`src/rtl/luma_pkg.sv`:
```
// luma_pkg: shared types for the RGB565-to-luma stream controller.
package luma_pkg;
  typedef enum logic [1:0] {IDLE, SYNC, ACTIVE, DRAIN} state_t;
  typedef struct packed {
    logic valid;
    logic sof;
    logic eol;
    logic eof;
  } tag_t;
  localparam int FIFO_W = 11;
  function automatic logic [4:0] rgb_r(input logic [15:0] p);
    return p[15:11];
  endfunction
  function automatic logic [5:0] rgb_g(input logic [15:0] p);
    return p[10:5];
  endfunction
  function automatic logic [4:0] rgb_b(input logic [15:0] p);
    return p[4:0];
  endfunction
endpackage

```
`src/rtl/luma_stream_ctrl_if.sv`:
```
// luma_stream_ctrl_if: RGB565 input stream and luma output stream handshakes.
interface luma_stream_ctrl_if;
  logic in_valid;
  logic in_ready;
  logic [15:0] in_rgb;
  logic in_sof;
  logic in_eol;
  logic out_valid;
  logic out_ready;
  logic [7:0] out_y;
  logic out_sof;
  logic out_eol;
  logic out_eof;
  modport master (
    output in_valid, in_rgb, in_sof, in_eol, out_ready,
    input in_ready, out_valid, out_y, out_sof, out_eol, out_eof
  );
  modport slave (
    input in_valid, in_rgb, in_sof, in_eol, out_ready,
    output in_ready, out_valid, out_y, out_sof, out_eol, out_eof
  );
endinterface

```
`src/rtl/YCrCb.sv`:
```
// YCrCb: free-running RGB565 to 8-bit luma, two-cycle latency, weights 77/150/29 over 256.
module YCrCb (
  input logic clk,
  input logic rst,
  input logic [4:0] r,
  input logic [5:0] g,
  input logic [4:0] b,
  output logic [7:0] y
);
  logic [7:0] y1;
  always_ff @(posedge clk or posedge rst)
    if (rst) begin
      y1 <= '0;
      y <= '0;
    end else begin
      y1 <= 8'((77 * {r, r[4:2]} + 150 * {g, g[5:4]} + 29 * {b, b[4:2]}) >> 8);
      y <= y1;
    end
endmodule

```
`src/rtl/luma_fifo.sv`:
```
// luma_fifo: synchronous first-word-fall-through FIFO; data reads as zero while empty.
module luma_fifo #(
  parameter int W = 11,
  parameter int DEPTH = 8
) (
  input logic clk,
  input logic rst,
  input logic push,
  input logic [W-1:0] din,
  input logic pop,
  output logic [W-1:0] dout,
  output logic valid,
  output logic [$clog2(DEPTH):0] count
);
  localparam int AW = $clog2(DEPTH);
  logic [W-1:0] mem [DEPTH];
  logic [AW-1:0] wp, rp;
  logic take;
  assign valid = count != '0;
  assign take = pop & valid;
  assign dout = valid ? mem[rp] : '0;
  always_ff @(posedge clk)
    if (push) mem[wp] <= din;
  always_ff @(posedge clk or posedge rst)
    if (rst) begin
      wp <= '0;
      rp <= '0;
      count <= '0;
    end else begin
      if (push) wp <= wp + 1'b1;
      if (take) rp <= rp + 1'b1;
      count <= count + {{AW{1'b0}}, push} - {{AW{1'b0}}, take};
    end
  // the controller's credit scheme keeps a free slot for every pixel in flight
  no_overflow: assert property (@(posedge clk) disable iff (rst) push |-> count < DEPTH);
endmodule

```
`src/rtl/luma_stream_ctrl.sv`:
```
// luma_stream_ctrl: framed RGB565 front end for YCrCb with credit-limited in-flight
// tracking, FWFT luma buffering, line/frame geometry checks and frame counting.
module luma_stream_ctrl
  import luma_pkg::*;
#(
  parameter int CONV_LAT = 2,
  parameter int FIFO_DEPTH = 8,
  parameter int H_ACTIVE = 640,
  parameter int V_ACTIVE = 480
) (
  input logic clk,
  input logic rst,
  input logic en,
  input logic err_clr,
  luma_stream_ctrl_if.slave bus,
  output logic [15:0] frame_cnt,
  output logic err_line,
  output logic err_sof,
  output logic busy
);
  localparam int XW = $clog2(H_ACTIVE + 1);
  localparam int YW = $clog2(V_ACTIVE + 1);
  localparam int OW = $clog2(FIFO_DEPTH) + 2;
  state_t state, nxt;
  logic [XW-1:0] x, cx;
  logic [YW-1:0] y, cy;
  logic [OW-2:0] fifo_cnt;
  logic [OW-1:0] inflight, occ;
  tag_t [CONV_LAT:0] tags;
  tag_t tag_in, tag_out;
  logic [15:0] rgb_q;
  logic [7:0] y_conv;
  logic [FIFO_W-1:0] dout;
  logic acc, enter, last_x, f_end, line_err, sof_err;
  // every pixel in the tag pipe already owns a FIFO slot, so pushes never overflow
  assign occ = inflight + OW'(fifo_cnt);
  assign bus.in_ready = (state != IDLE) && (occ < OW'(FIFO_DEPTH));
  assign acc = bus.in_valid & bus.in_ready;
  assign enter = acc & ((state != SYNC) | bus.in_sof);
  assign cx = bus.in_sof ? '0 : x;
  assign cy = bus.in_sof ? '0 : y;
  assign last_x = cx == XW'(H_ACTIVE - 1);
  assign f_end = enter & bus.in_eol & (cy == YW'(V_ACTIVE - 1));
  assign line_err = enter & (bus.in_eol ^ last_x);
  assign sof_err = enter & bus.in_sof & (state inside {ACTIVE, DRAIN});
  assign tag_in = '{valid: enter, sof: bus.in_sof, eol: bus.in_eol, eof: f_end};
  assign tag_out = tags[CONV_LAT];
  assign busy = (state != IDLE) | (occ != '0);
  assign {bus.out_y, bus.out_sof, bus.out_eol, bus.out_eof} = dout;
  always_comb begin
    inflight = '0;
    for (int i = 0; i <= CONV_LAT; i++) inflight += OW'(tags[i].valid);
  end
  always_comb begin
    nxt = state;
    unique case (state)
      IDLE:   nxt = en ? SYNC : IDLE;
      SYNC:   nxt = f_end ? (en ? SYNC : IDLE) : enter ? ACTIVE : en ? SYNC : IDLE;
      ACTIVE: nxt = f_end ? (en ? SYNC : IDLE) : en ? ACTIVE : DRAIN;
      DRAIN:  nxt = f_end ? IDLE : DRAIN;
      default: nxt = IDLE;
    endcase
  end
  always_ff @(posedge clk or posedge rst)
    if (rst) begin
      state <= IDLE;
      x <= '0;
      y <= '0;
      frame_cnt <= '0;
      err_line <= 1'b0;
      err_sof <= 1'b0;
      rgb_q <= '0;
      tags <= '0;
    end else begin
      state <= nxt;
      if (enter) begin
        x <= bus.in_eol ? '0 : last_x ? cx : cx + 1'b1;
        y <= f_end ? '0 : bus.in_eol ? cy + 1'b1 : cy;
        rgb_q <= bus.in_rgb;
      end
      if (f_end) frame_cnt <= frame_cnt + 1'b1;
      err_line <= line_err | (err_line & ~err_clr);
      err_sof <= sof_err | (err_sof & ~err_clr);
      tags <= {tags[CONV_LAT-1:0], tag_in};
    end
  YCrCb conv (
    .clk(clk),
    .rst(rst),
    .r(rgb_r(rgb_q)),
    .g(rgb_g(rgb_q)),
    .b(rgb_b(rgb_q)),
    .y(y_conv)
  );
  luma_fifo #(.W(FIFO_W), .DEPTH(FIFO_DEPTH)) fifo (
    .clk(clk),
    .rst(rst),
    .push(tag_out.valid),
    .din({y_conv, tag_out.sof, tag_out.eol, tag_out.eof}),
    .pop(bus.out_ready),
    .dout(dout),
    .valid(bus.out_valid),
    .count(fifo_cnt)
  );
endmodule

```
`src/flat_wrapper.sv`:
```
// flat-port wrapper written by rule: the top's interface ports become plain ports
module luma_stream_ctrl_flat import luma_pkg::*;
#(
  parameter int CONV_LAT = 2,
  parameter int FIFO_DEPTH = 8,
  parameter int H_ACTIVE = 640,
  parameter int V_ACTIVE = 480
)
  (clk, rst, en, err_clr, frame_cnt, err_line, err_sof, busy, bus_in_valid, bus_in_rgb, bus_in_sof, bus_in_eol, bus_out_ready, bus_in_ready, bus_out_valid, bus_out_y, bus_out_sof, bus_out_eol, bus_out_eof);
  luma_stream_ctrl_if bus_i ();
  input logic clk;
  input logic rst;
  input logic en;
  input logic err_clr;
  output logic [15:0] frame_cnt;
  output logic err_line;
  output logic err_sof;
  output logic busy;
  input wire logic [$bits(bus_i.in_valid)-1:0] bus_in_valid;
  input wire logic [$bits(bus_i.in_rgb)-1:0] bus_in_rgb;
  input wire logic [$bits(bus_i.in_sof)-1:0] bus_in_sof;
  input wire logic [$bits(bus_i.in_eol)-1:0] bus_in_eol;
  input wire logic [$bits(bus_i.out_ready)-1:0] bus_out_ready;
  output wire logic [$bits(bus_i.in_ready)-1:0] bus_in_ready;
  output wire logic [$bits(bus_i.out_valid)-1:0] bus_out_valid;
  output wire logic [$bits(bus_i.out_y)-1:0] bus_out_y;
  output wire logic [$bits(bus_i.out_sof)-1:0] bus_out_sof;
  output wire logic [$bits(bus_i.out_eol)-1:0] bus_out_eol;
  output wire logic [$bits(bus_i.out_eof)-1:0] bus_out_eof;
  assign bus_i.in_valid = bus_in_valid;
  assign bus_i.in_rgb = bus_in_rgb;
  assign bus_i.in_sof = bus_in_sof;
  assign bus_i.in_eol = bus_in_eol;
  assign bus_i.out_ready = bus_out_ready;
  assign bus_in_ready = bus_i.in_ready;
  assign bus_out_valid = bus_i.out_valid;
  assign bus_out_y = bus_i.out_y;
  assign bus_out_sof = bus_i.out_sof;
  assign bus_out_eol = bus_i.out_eol;
  assign bus_out_eof = bus_i.out_eof;
  luma_stream_ctrl #(.CONV_LAT(CONV_LAT), .FIFO_DEPTH(FIFO_DEPTH), .H_ACTIVE(H_ACTIVE), .V_ACTIVE(V_ACTIVE)) u_core (.clk(clk), .rst(rst), .en(en), .err_clr(err_clr), .bus(bus_i), .frame_cnt(frame_cnt), .err_line(err_line), .err_sof(err_sof), .busy(busy));
endmodule
```
`config.mk`:
```
export PLATFORM = sky130hd
export DESIGN_NAME = luma_stream_ctrl_flat
export DESIGN_NICKNAME = d
export VERILOG_FILES = /design/src/rtl/luma_pkg.sv /design/src/rtl/luma_stream_ctrl_if.sv /design/src/rtl/YCrCb.sv /design/src/rtl/luma_fifo.sv /design/src/rtl/luma_stream_ctrl.sv /design/src/flat_wrapper.sv
export SDC_FILE = /design/constraint.sdc
export NUM_CORES = 1
export LEC_CHECK = 0
export ABC_AREA = 0
export CAP_MARGIN = 10
export CORE_MARGIN = 5
export CORE_UTILIZATION = 35
export DETAILED_ROUTE_END_ITERATION = 7
export PLACE_DENSITY = 0.58
export SYNTH_ARGS = -nofsm -noshare
export SYNTH_HDL_FRONTEND = slang
export SYNTH_SLANG_ARGS = --single-unit
```
`constraint.sdc`:
```
create_clock -name clk -period 8.5 [get_ports clk]
set_clock_uncertainty 0.05 [all_clocks]
set_input_delay 1.7 -clock clk [delete_from_list [all_inputs] [get_ports clk]]
set_output_delay 1.7 -clock clk [all_outputs]
set_load 0.02 [all_outputs]
```
==> reports/metrics.cfg, run 1 <==
[timing]
rsz0062_at_grt=no
hold_viol_final=0
setup_tns_ns=0
finalMaxSlewViolations=0
layout_min_cycle_time_ns=6.49
max_freq_ghz=0.154
slew_headroom=0.252
worst_slew_pin_slew_ns=1.12
setup_violations=0
fin_crit_sh=0.764

[placement]
gp_congestion=0.823
dp_hpwl_mm=14.1
portBuffers=55

[setup_path]
worst-r2r-setup-slack_ns=2.01
arrival_ns=6.74
r2r-start=u_core.rgb_q[9]
rr_worst_depth=21
cp_max_fo=8
worstSetupEndpointType=flip-flop
worstSetupPathType=flip-flop to flip-flop
start_kind=flip-flop
critPathRequiredTime_ns=8.75
r2r-end=u_core.conv.y1[7]

[cts]
clock-root-buffer=clkbuf_16
cts.clk_slew.worst_paths_ns=0.07
postCtsHoldBufs=0
htreeDepth=4
cts_setup_buffers=0
cts_buffer_depth=2
clkLatencyLatePin_ns=0.43
cts_resized=0
cts_tree=built
numCtsBuffers=17
cts_sinks=181

[floorplan]
core_area_um2=29600
die_area_um2=33300
die_h_um=183
die_width_um=183
row_count=63
start_util=0.353
ios=56

[worst_hold_path]
hold_class=flip-flop to flip-flop
hold_path.startpoint=u_core.tags[1]
whs_path_depth=0
hold_end=u_core.tags[5]

[final_layout]
nFillCells=2783
syn_to_final_growth_pct=15.8
drive_gt1_frac=0.0879
diodes=0
nets=1085

[yosys]
avgSynthCellArea_um2=12.3
ys_seq_elements=181
ys.flop_type=dfrtp_1
async_flop_share=0.514
ys_warn_count=0
syn_nets=1023
synth_seq_area_share=0.477
synth_cell_types=56
synth_edf_count=88
syn_area_um2=10400
synth_cells=846

[routing]
routed_wl_mm=19.7
drc=0
wl_per_cell_um=15.0
postRouteAntennaNets=0
drtIter0Drc=310
dr_total_vias=6204
firstDrtPassIters=4
vias_per_cell=4.73

[global_route]
grt_pass1_vias=6502
grt_max_degree=70
grt_pass1_wl_mm=33.6
grt_antenna_before_repair=0
gr-total-overflow=0
grt_use_total=0.124

[status]
status=finished clean

[flow_run]
max-cap-violations=0

[cell families after synthesis]
| group | share of synthesized area |
|---|---|
| flops | 0.477 |
| xor+xnor | 0.0319 |
| fa+ha+maj | 0.225 |
| simple gates | 0.0974 |
| compound gates | 0.0590 |
| mux | 0.0613 |
| buf+inv | 0.0491 |
[cells in the mapped netlist, drive strengths merged, types with 2 or more instances]
cell,instances,share of area
a211oi,3,0.0022
a21o,6,0.0043
a21oi,24,0.012
a311oi,2,0.0017
a31oi,8,0.0048
a41oi,2,0.0017
and2,9,0.0054
and3,4,0.0024
buf,8,0.0037
clkbuf,15,0.0054
dfrtp,93,0.22
edfxtp,88,0.25
fa,57,0.11
ha,96,0.12
inv,111,0.040
mux2,3,0.0032
mux2i,11,0.011
mux4,22,0.048
nand2,71,0.026
nand2b,9,0.0054
nand3,16,0.0077
nand3b,4,0.0029
nand4,10,0.0074
nor2,38,0.014
nor2b,5,0.0030
nor3,17,0.0082
nor3b,2,0.0025
nor4,2,0.0024
o211ai,3,0.0022
o21a,3,0.0022
o21ai,38,0.018
o22ai,3,0.0018
o31ai,6,0.0043
or2,3,0.0018
or3,3,0.0018
or4,2,0.0018
xnor2,21,0.018
xor2,17,0.014
[flip-flops by register name, summed over array words and instances, names as in the netlist]
signal and count:
u_core.frame_cnt 16, u_core.rgb_q 16, u_core.state 2, u_core.y 9, u_core.fifo.count 4, u_core.tags 8
u_core.err_sof 1, u_core.conv.y 8, u_core.tag_out 4, u_core.fifo.rp 3, u_core.err_line 1, u_core.conv.y1 8
u_core.x 10, u_core.fifo.mem 88, u_core.fifo.wp 3
[worst max path at each step]
stage / endpoint / startpoint / slack, ns
2_1_floorplan: u_core.conv.y1[7] / u_core.rgb_q[9] / 2.38
3_3_place_gp: u_core.conv.y1[7] / u_core.rgb_q[9] / 2.12
3_5_place_dp: u_core.conv.y1[7] / u_core.rgb_q[9] / 2.03
4_1_cts: u_core.conv.y1[7] / u_core.rgb_q[9] / 1.99
5_1_grt: u_core.conv.y1[7] / u_core.rgb_q[9] / 1.63
6_report: u_core.conv.y1[7] / u_core.rgb_q[9] / 2.01
[stage by stage]
step | setup slack, ns | area (µm²) | cells | util | hold slack [ns]
after floorplan | 2.38 | 10400 | 846 | - | 0.281
after global placement | 2.12 | 11500 | 1279 | 0.388 | 0.281
after detailed placement | 2.03 | 11500 | 1279 | 0.388 | 0.285
after CTS | 1.99 | 12100 | 1311 | 0.408 | 0.293
after global routing | 1.63 | 12100 | 1311 | 0.408 | 0.303
final | 2.01 | 12100 | 1311 | 0.408 | 0.294
[layer usage]
metal,global-route usage,routed length [µm]
met3,0.0219,434
met4,0.0330,197
met2,0.203,9510
met1,0.172,9550
met5,0,0
[critical path, cell delays in order (launching register included)]
cell,delay (ns)
dfrtp_1,0.53
ha_1,0.30
ha_1,0.27
inv_1,0.05
fa_1,0.49
fa_1,0.51
inv_1,0.04
ha_1,0.34
xnor2_1,0.21
fa_1,0.47
fa_1,0.51
inv_1,0.05
fa_1,0.46
fa_1,0.54
inv_1,0.04
ha_1,0.32
and2_1,0.16
a22o_1,0.19
a31oi_1,0.26
a21oi_1,0.19
a41oi_1,0.28
xnor2_1,0.10
[area by class of cell]
type | instances | area, µm² | share of cell area
tap | 390 | 488 | 0.0404
sequential | 181 | 4970 | 0.412
inverter | 111 | 419 | 0.0347
clock buffer | 19 | 453 | 0.0375
multi-input combinational | 531 | 4950 | 0.410
timing repair buffer | 66 | 633 | 0.0524
clock inverter | 13 | 164 | 0.0136
[placed cells by master, fill, tap and decap left out, types with 8 or more instances in the layout]
| master | Yosys | routed |
|---|---|---|
| inv_1 | 110 | 109 |
| ha_1 | 96 | 96 |
| dfrtp_1 | 93 | 93 |
| edfxtp_1 | 88 | 88 |
| nand2_1 | 70 | 70 |
| fa_1 | 57 | 57 |
| clkdlybuf4s50_1 | 0 | 55 |
| nor2_1 | 38 | 38 |
| o21ai_0 | 38 | 38 |
| a21oi_1 | 24 | 24 |
| mux4_2 | 22 | 22 |
| xnor2_1 | 21 | 21 |
| nor3_1 | 17 | 17 |
| xor2_1 | 17 | 17 |
| clkbuf_16 | 0 | 17 |
| nand3_1 | 16 | 16 |
| mux2i_1 | 11 | 11 |
| buf_4 | 1 | 11 |
| and2_1 | 9 | 9 |
| nand4_1 | 9 | 9 |
| nand2b_1 | 9 | 9 |
| a31oi_1 | 8 | 8 |
Power of run 1 is left out: the tool's default activity adds up to more than one toggle a clock period on the data nets, which glitch-free logic cannot reach.
==> run 2, diff against run 1 <==
--- a/config.mk
+++ b/config.mk
@@ -10,7 +10,7 @@
 export CORE_MARGIN = 5
 export CORE_UTILIZATION = 35
 export DETAILED_ROUTE_END_ITERATION = 7
-export PLACE_DENSITY = 0.58
+export PLACE_DENSITY = 0.6
 export SYNTH_ARGS = -nofsm -noshare
 export SYNTH_HDL_FRONTEND = slang
 export SYNTH_SLANG_ARGS = --single-unit
==> constraint.sdc (replaced) <==
create_clock -name clk -period 5.6 [get_ports clk]
set_clock_uncertainty 0.05 [all_clocks]
set_input_delay 1.12 -clock clk [delete_from_list [all_inputs] [get_ports clk]]
set_output_delay 1.12 -clock clk [all_outputs]
set_load 0.02 [all_outputs]
==> run 2 against run 1 <==
Net effect: the flow now finishes with violations (setup timing); cell area grew 4.2%; register-to-register slack got worse by 2.2 ns; critical path depth rose by 2; via count is 2.3% higher; die area stayed put; sequential cell count stayed put; sequential share of layout area fell by 1.7 points; worst hold slack improved by 0.0049 ns; worst setup slack got worse by 2.2 ns.
==> reports/metrics.cfg, run 2 (synthesized netlist as in run 1, its figures left out) <==
[global_route]
grt_use_total=0.128
gr-total-overflow=0
grt_pass1_wl_mm=34.5
grt_antenna_before_repair=1
grt_max_degree=67
grt_pass1_vias=6644

[cts]
cts.clk_slew.worst_paths_ns=0.08
htreeDepth=4
numCtsBuffers=17
cts_buffer_depth=2
cts_sinks=181
cts_tree=built
clock-root-buffer=clkbuf_16
clkLatencyLatePin_ns=0.44

[placement]
gp_congestion=0.801
dp_hpwl_mm=14.4
portBuffers=55

[worst_hold_path]
hold_class=flip-flop to flip-flop

[timing]
worst_slew_pin_slew_ns=1.03
setup_tns_ns=-1.05
slew_headroom=0.312
fin_ws_ns=-0.213
rsz0062_at_grt=yes
fin_crit_sh=1.04
max_freq_ghz=0.172
layout_min_cycle_time_ns=5.81
finalMaxSlewViolations=0
setup_violations=6
hold_viol_final=0

[routing]
dr_total_vias=6347
firstDrtPassIters=4
drtIter0Drc=311
vias_per_cell=4.73
wl_per_cell_um=15.0
drc=0
routed_wl_mm=20.2
postRouteAntennaNets=0

[floorplan]
die_area_um2=33300
core_area_um2=29600
row_count=63
die_width_um=183
die_h_um=183
ios=56
start_util=0.353

[final_layout]
largest_register=u_core.fifo.mem
drive_gt1_frac=0.157
nets=1117
largest_reg_flops=88
final_cell_mix=inv_1, dfrtp_1, edfxtp_1, ha_1, nand2_1
final_common_cell=inv_1
biggestRegsByFlops=u_core.fifo.mem x88, u_core.frame_cnt x16, u_core.rgb_q x16
syn_to_final_growth_pct=20.7
diodes=0

[setup_path]
start_kind=flip-flop
worstSetupPathType=flip-flop to flip-flop
critPathRequiredTime_ns=5.92
worstSetupEndpointType=flip-flop
cp_max_fo=4
arrival_ns=6.13

[flow_run]
max-cap-violations=0

[status]
status=finished with violations
violations=setup timing

[run 2: cell types whose count changed in the layout (fill, tap and decap cells not counted), sizes merged]
cell / previous run / this run
clkbuf: 19 / 17
bufinv: 2 / 0
clkinv: 4 / 2
buf: 11 / 43
clkinvlp: 1 / 0
inv: 117 / 124
[run 2: worst max-delay path: stages (launching register included)]
cell and delay (ns):
dfrtp_2 0.45, ha_4 0.25, ha_4 0.26, inv_2 0.03, fa_1 0.45, fa_1 0.50
inv_2 0.04, ha_4 0.28, o21a_1 0.14, nor2_2 0.04, xnor2_1 0.16, ha_1 0.27
fa_1 0.48, inv_1 0.05, fa_1 0.47, fa_1 0.58, inv_2 0.05, ha_4 0.21
and2_4 0.13, a22o_1 0.22, a31oi_4 0.21, nand2b_1 0.13, a21oi_2 0.16, xnor2_1 0.12
[run 2: path summary, 6_finish.rpt]
kind | from | to | slack, ns | cells past startpoint
worst max-delay path | u_core.rgb_q[9] | u_core.conv.y1[3] | -0.21 | 23
worst min-delay path | u_core.tags[1] | u_core.tags[5] | 0.30 | 0
worst max register to register | u_core.rgb_q[9] | u_core.conv.y1[3] | -0.21 | 23
worst min register to register | u_core.tags[1] | u_core.tags[5] | 0.30 | 0
max in group asynchronous | rst | u_core.rgb_q[9] | 3.41 | 3
min in group asynchronous | rst | u_core.conv.y[5] | 1.17 | 2
[run 2: cell type report]
cell class	count	area, µm²
fill	2707	17000
sequential	181	4970
inverter	111	419
tap	390	488
clock buffer	17	425
multi-input combinational	531	5200
timing repair buffer	98	873
clock inverter	15	213
[run 2: repair_timing]
action,4_1_cts,5_1_grt
pin swaps,2,17
setup endpoints to repair,8,8
resized for setup,4,21
setup buffers,4,2
gates cloned,0,0
hold buffers,0,0
[run 2: metal layers]
metal  track usage  share of wire
met5             0              0
met4        0.0327         0.0098
met3        0.0189          0.026
met2         0.203           0.48
met1         0.184           0.49
[run 2: metrics by stage]
step | hold WS [ns] | setup WS, ns | cells | util | instance area [µm²]
4_1_cts | 0.300 | -0.261 | 1341 | 0.421 | 12500
2_1_floorplan | 0.281 | -0.0602 | 846 | - | 10500
3_3_place_gp | 0.283 | -0.191 | 1305 | 0.398 | 11800
5_1_grt | 0.300 | -0.475 | 1343 | 0.426 | 12600
6_report | 0.299 | -0.213 | 1343 | 0.426 | 12600
3_5_place_dp | 0.285 | -0.260 | 1305 | 0.398 | 11800
Power of run 2 is left out for the same reason.
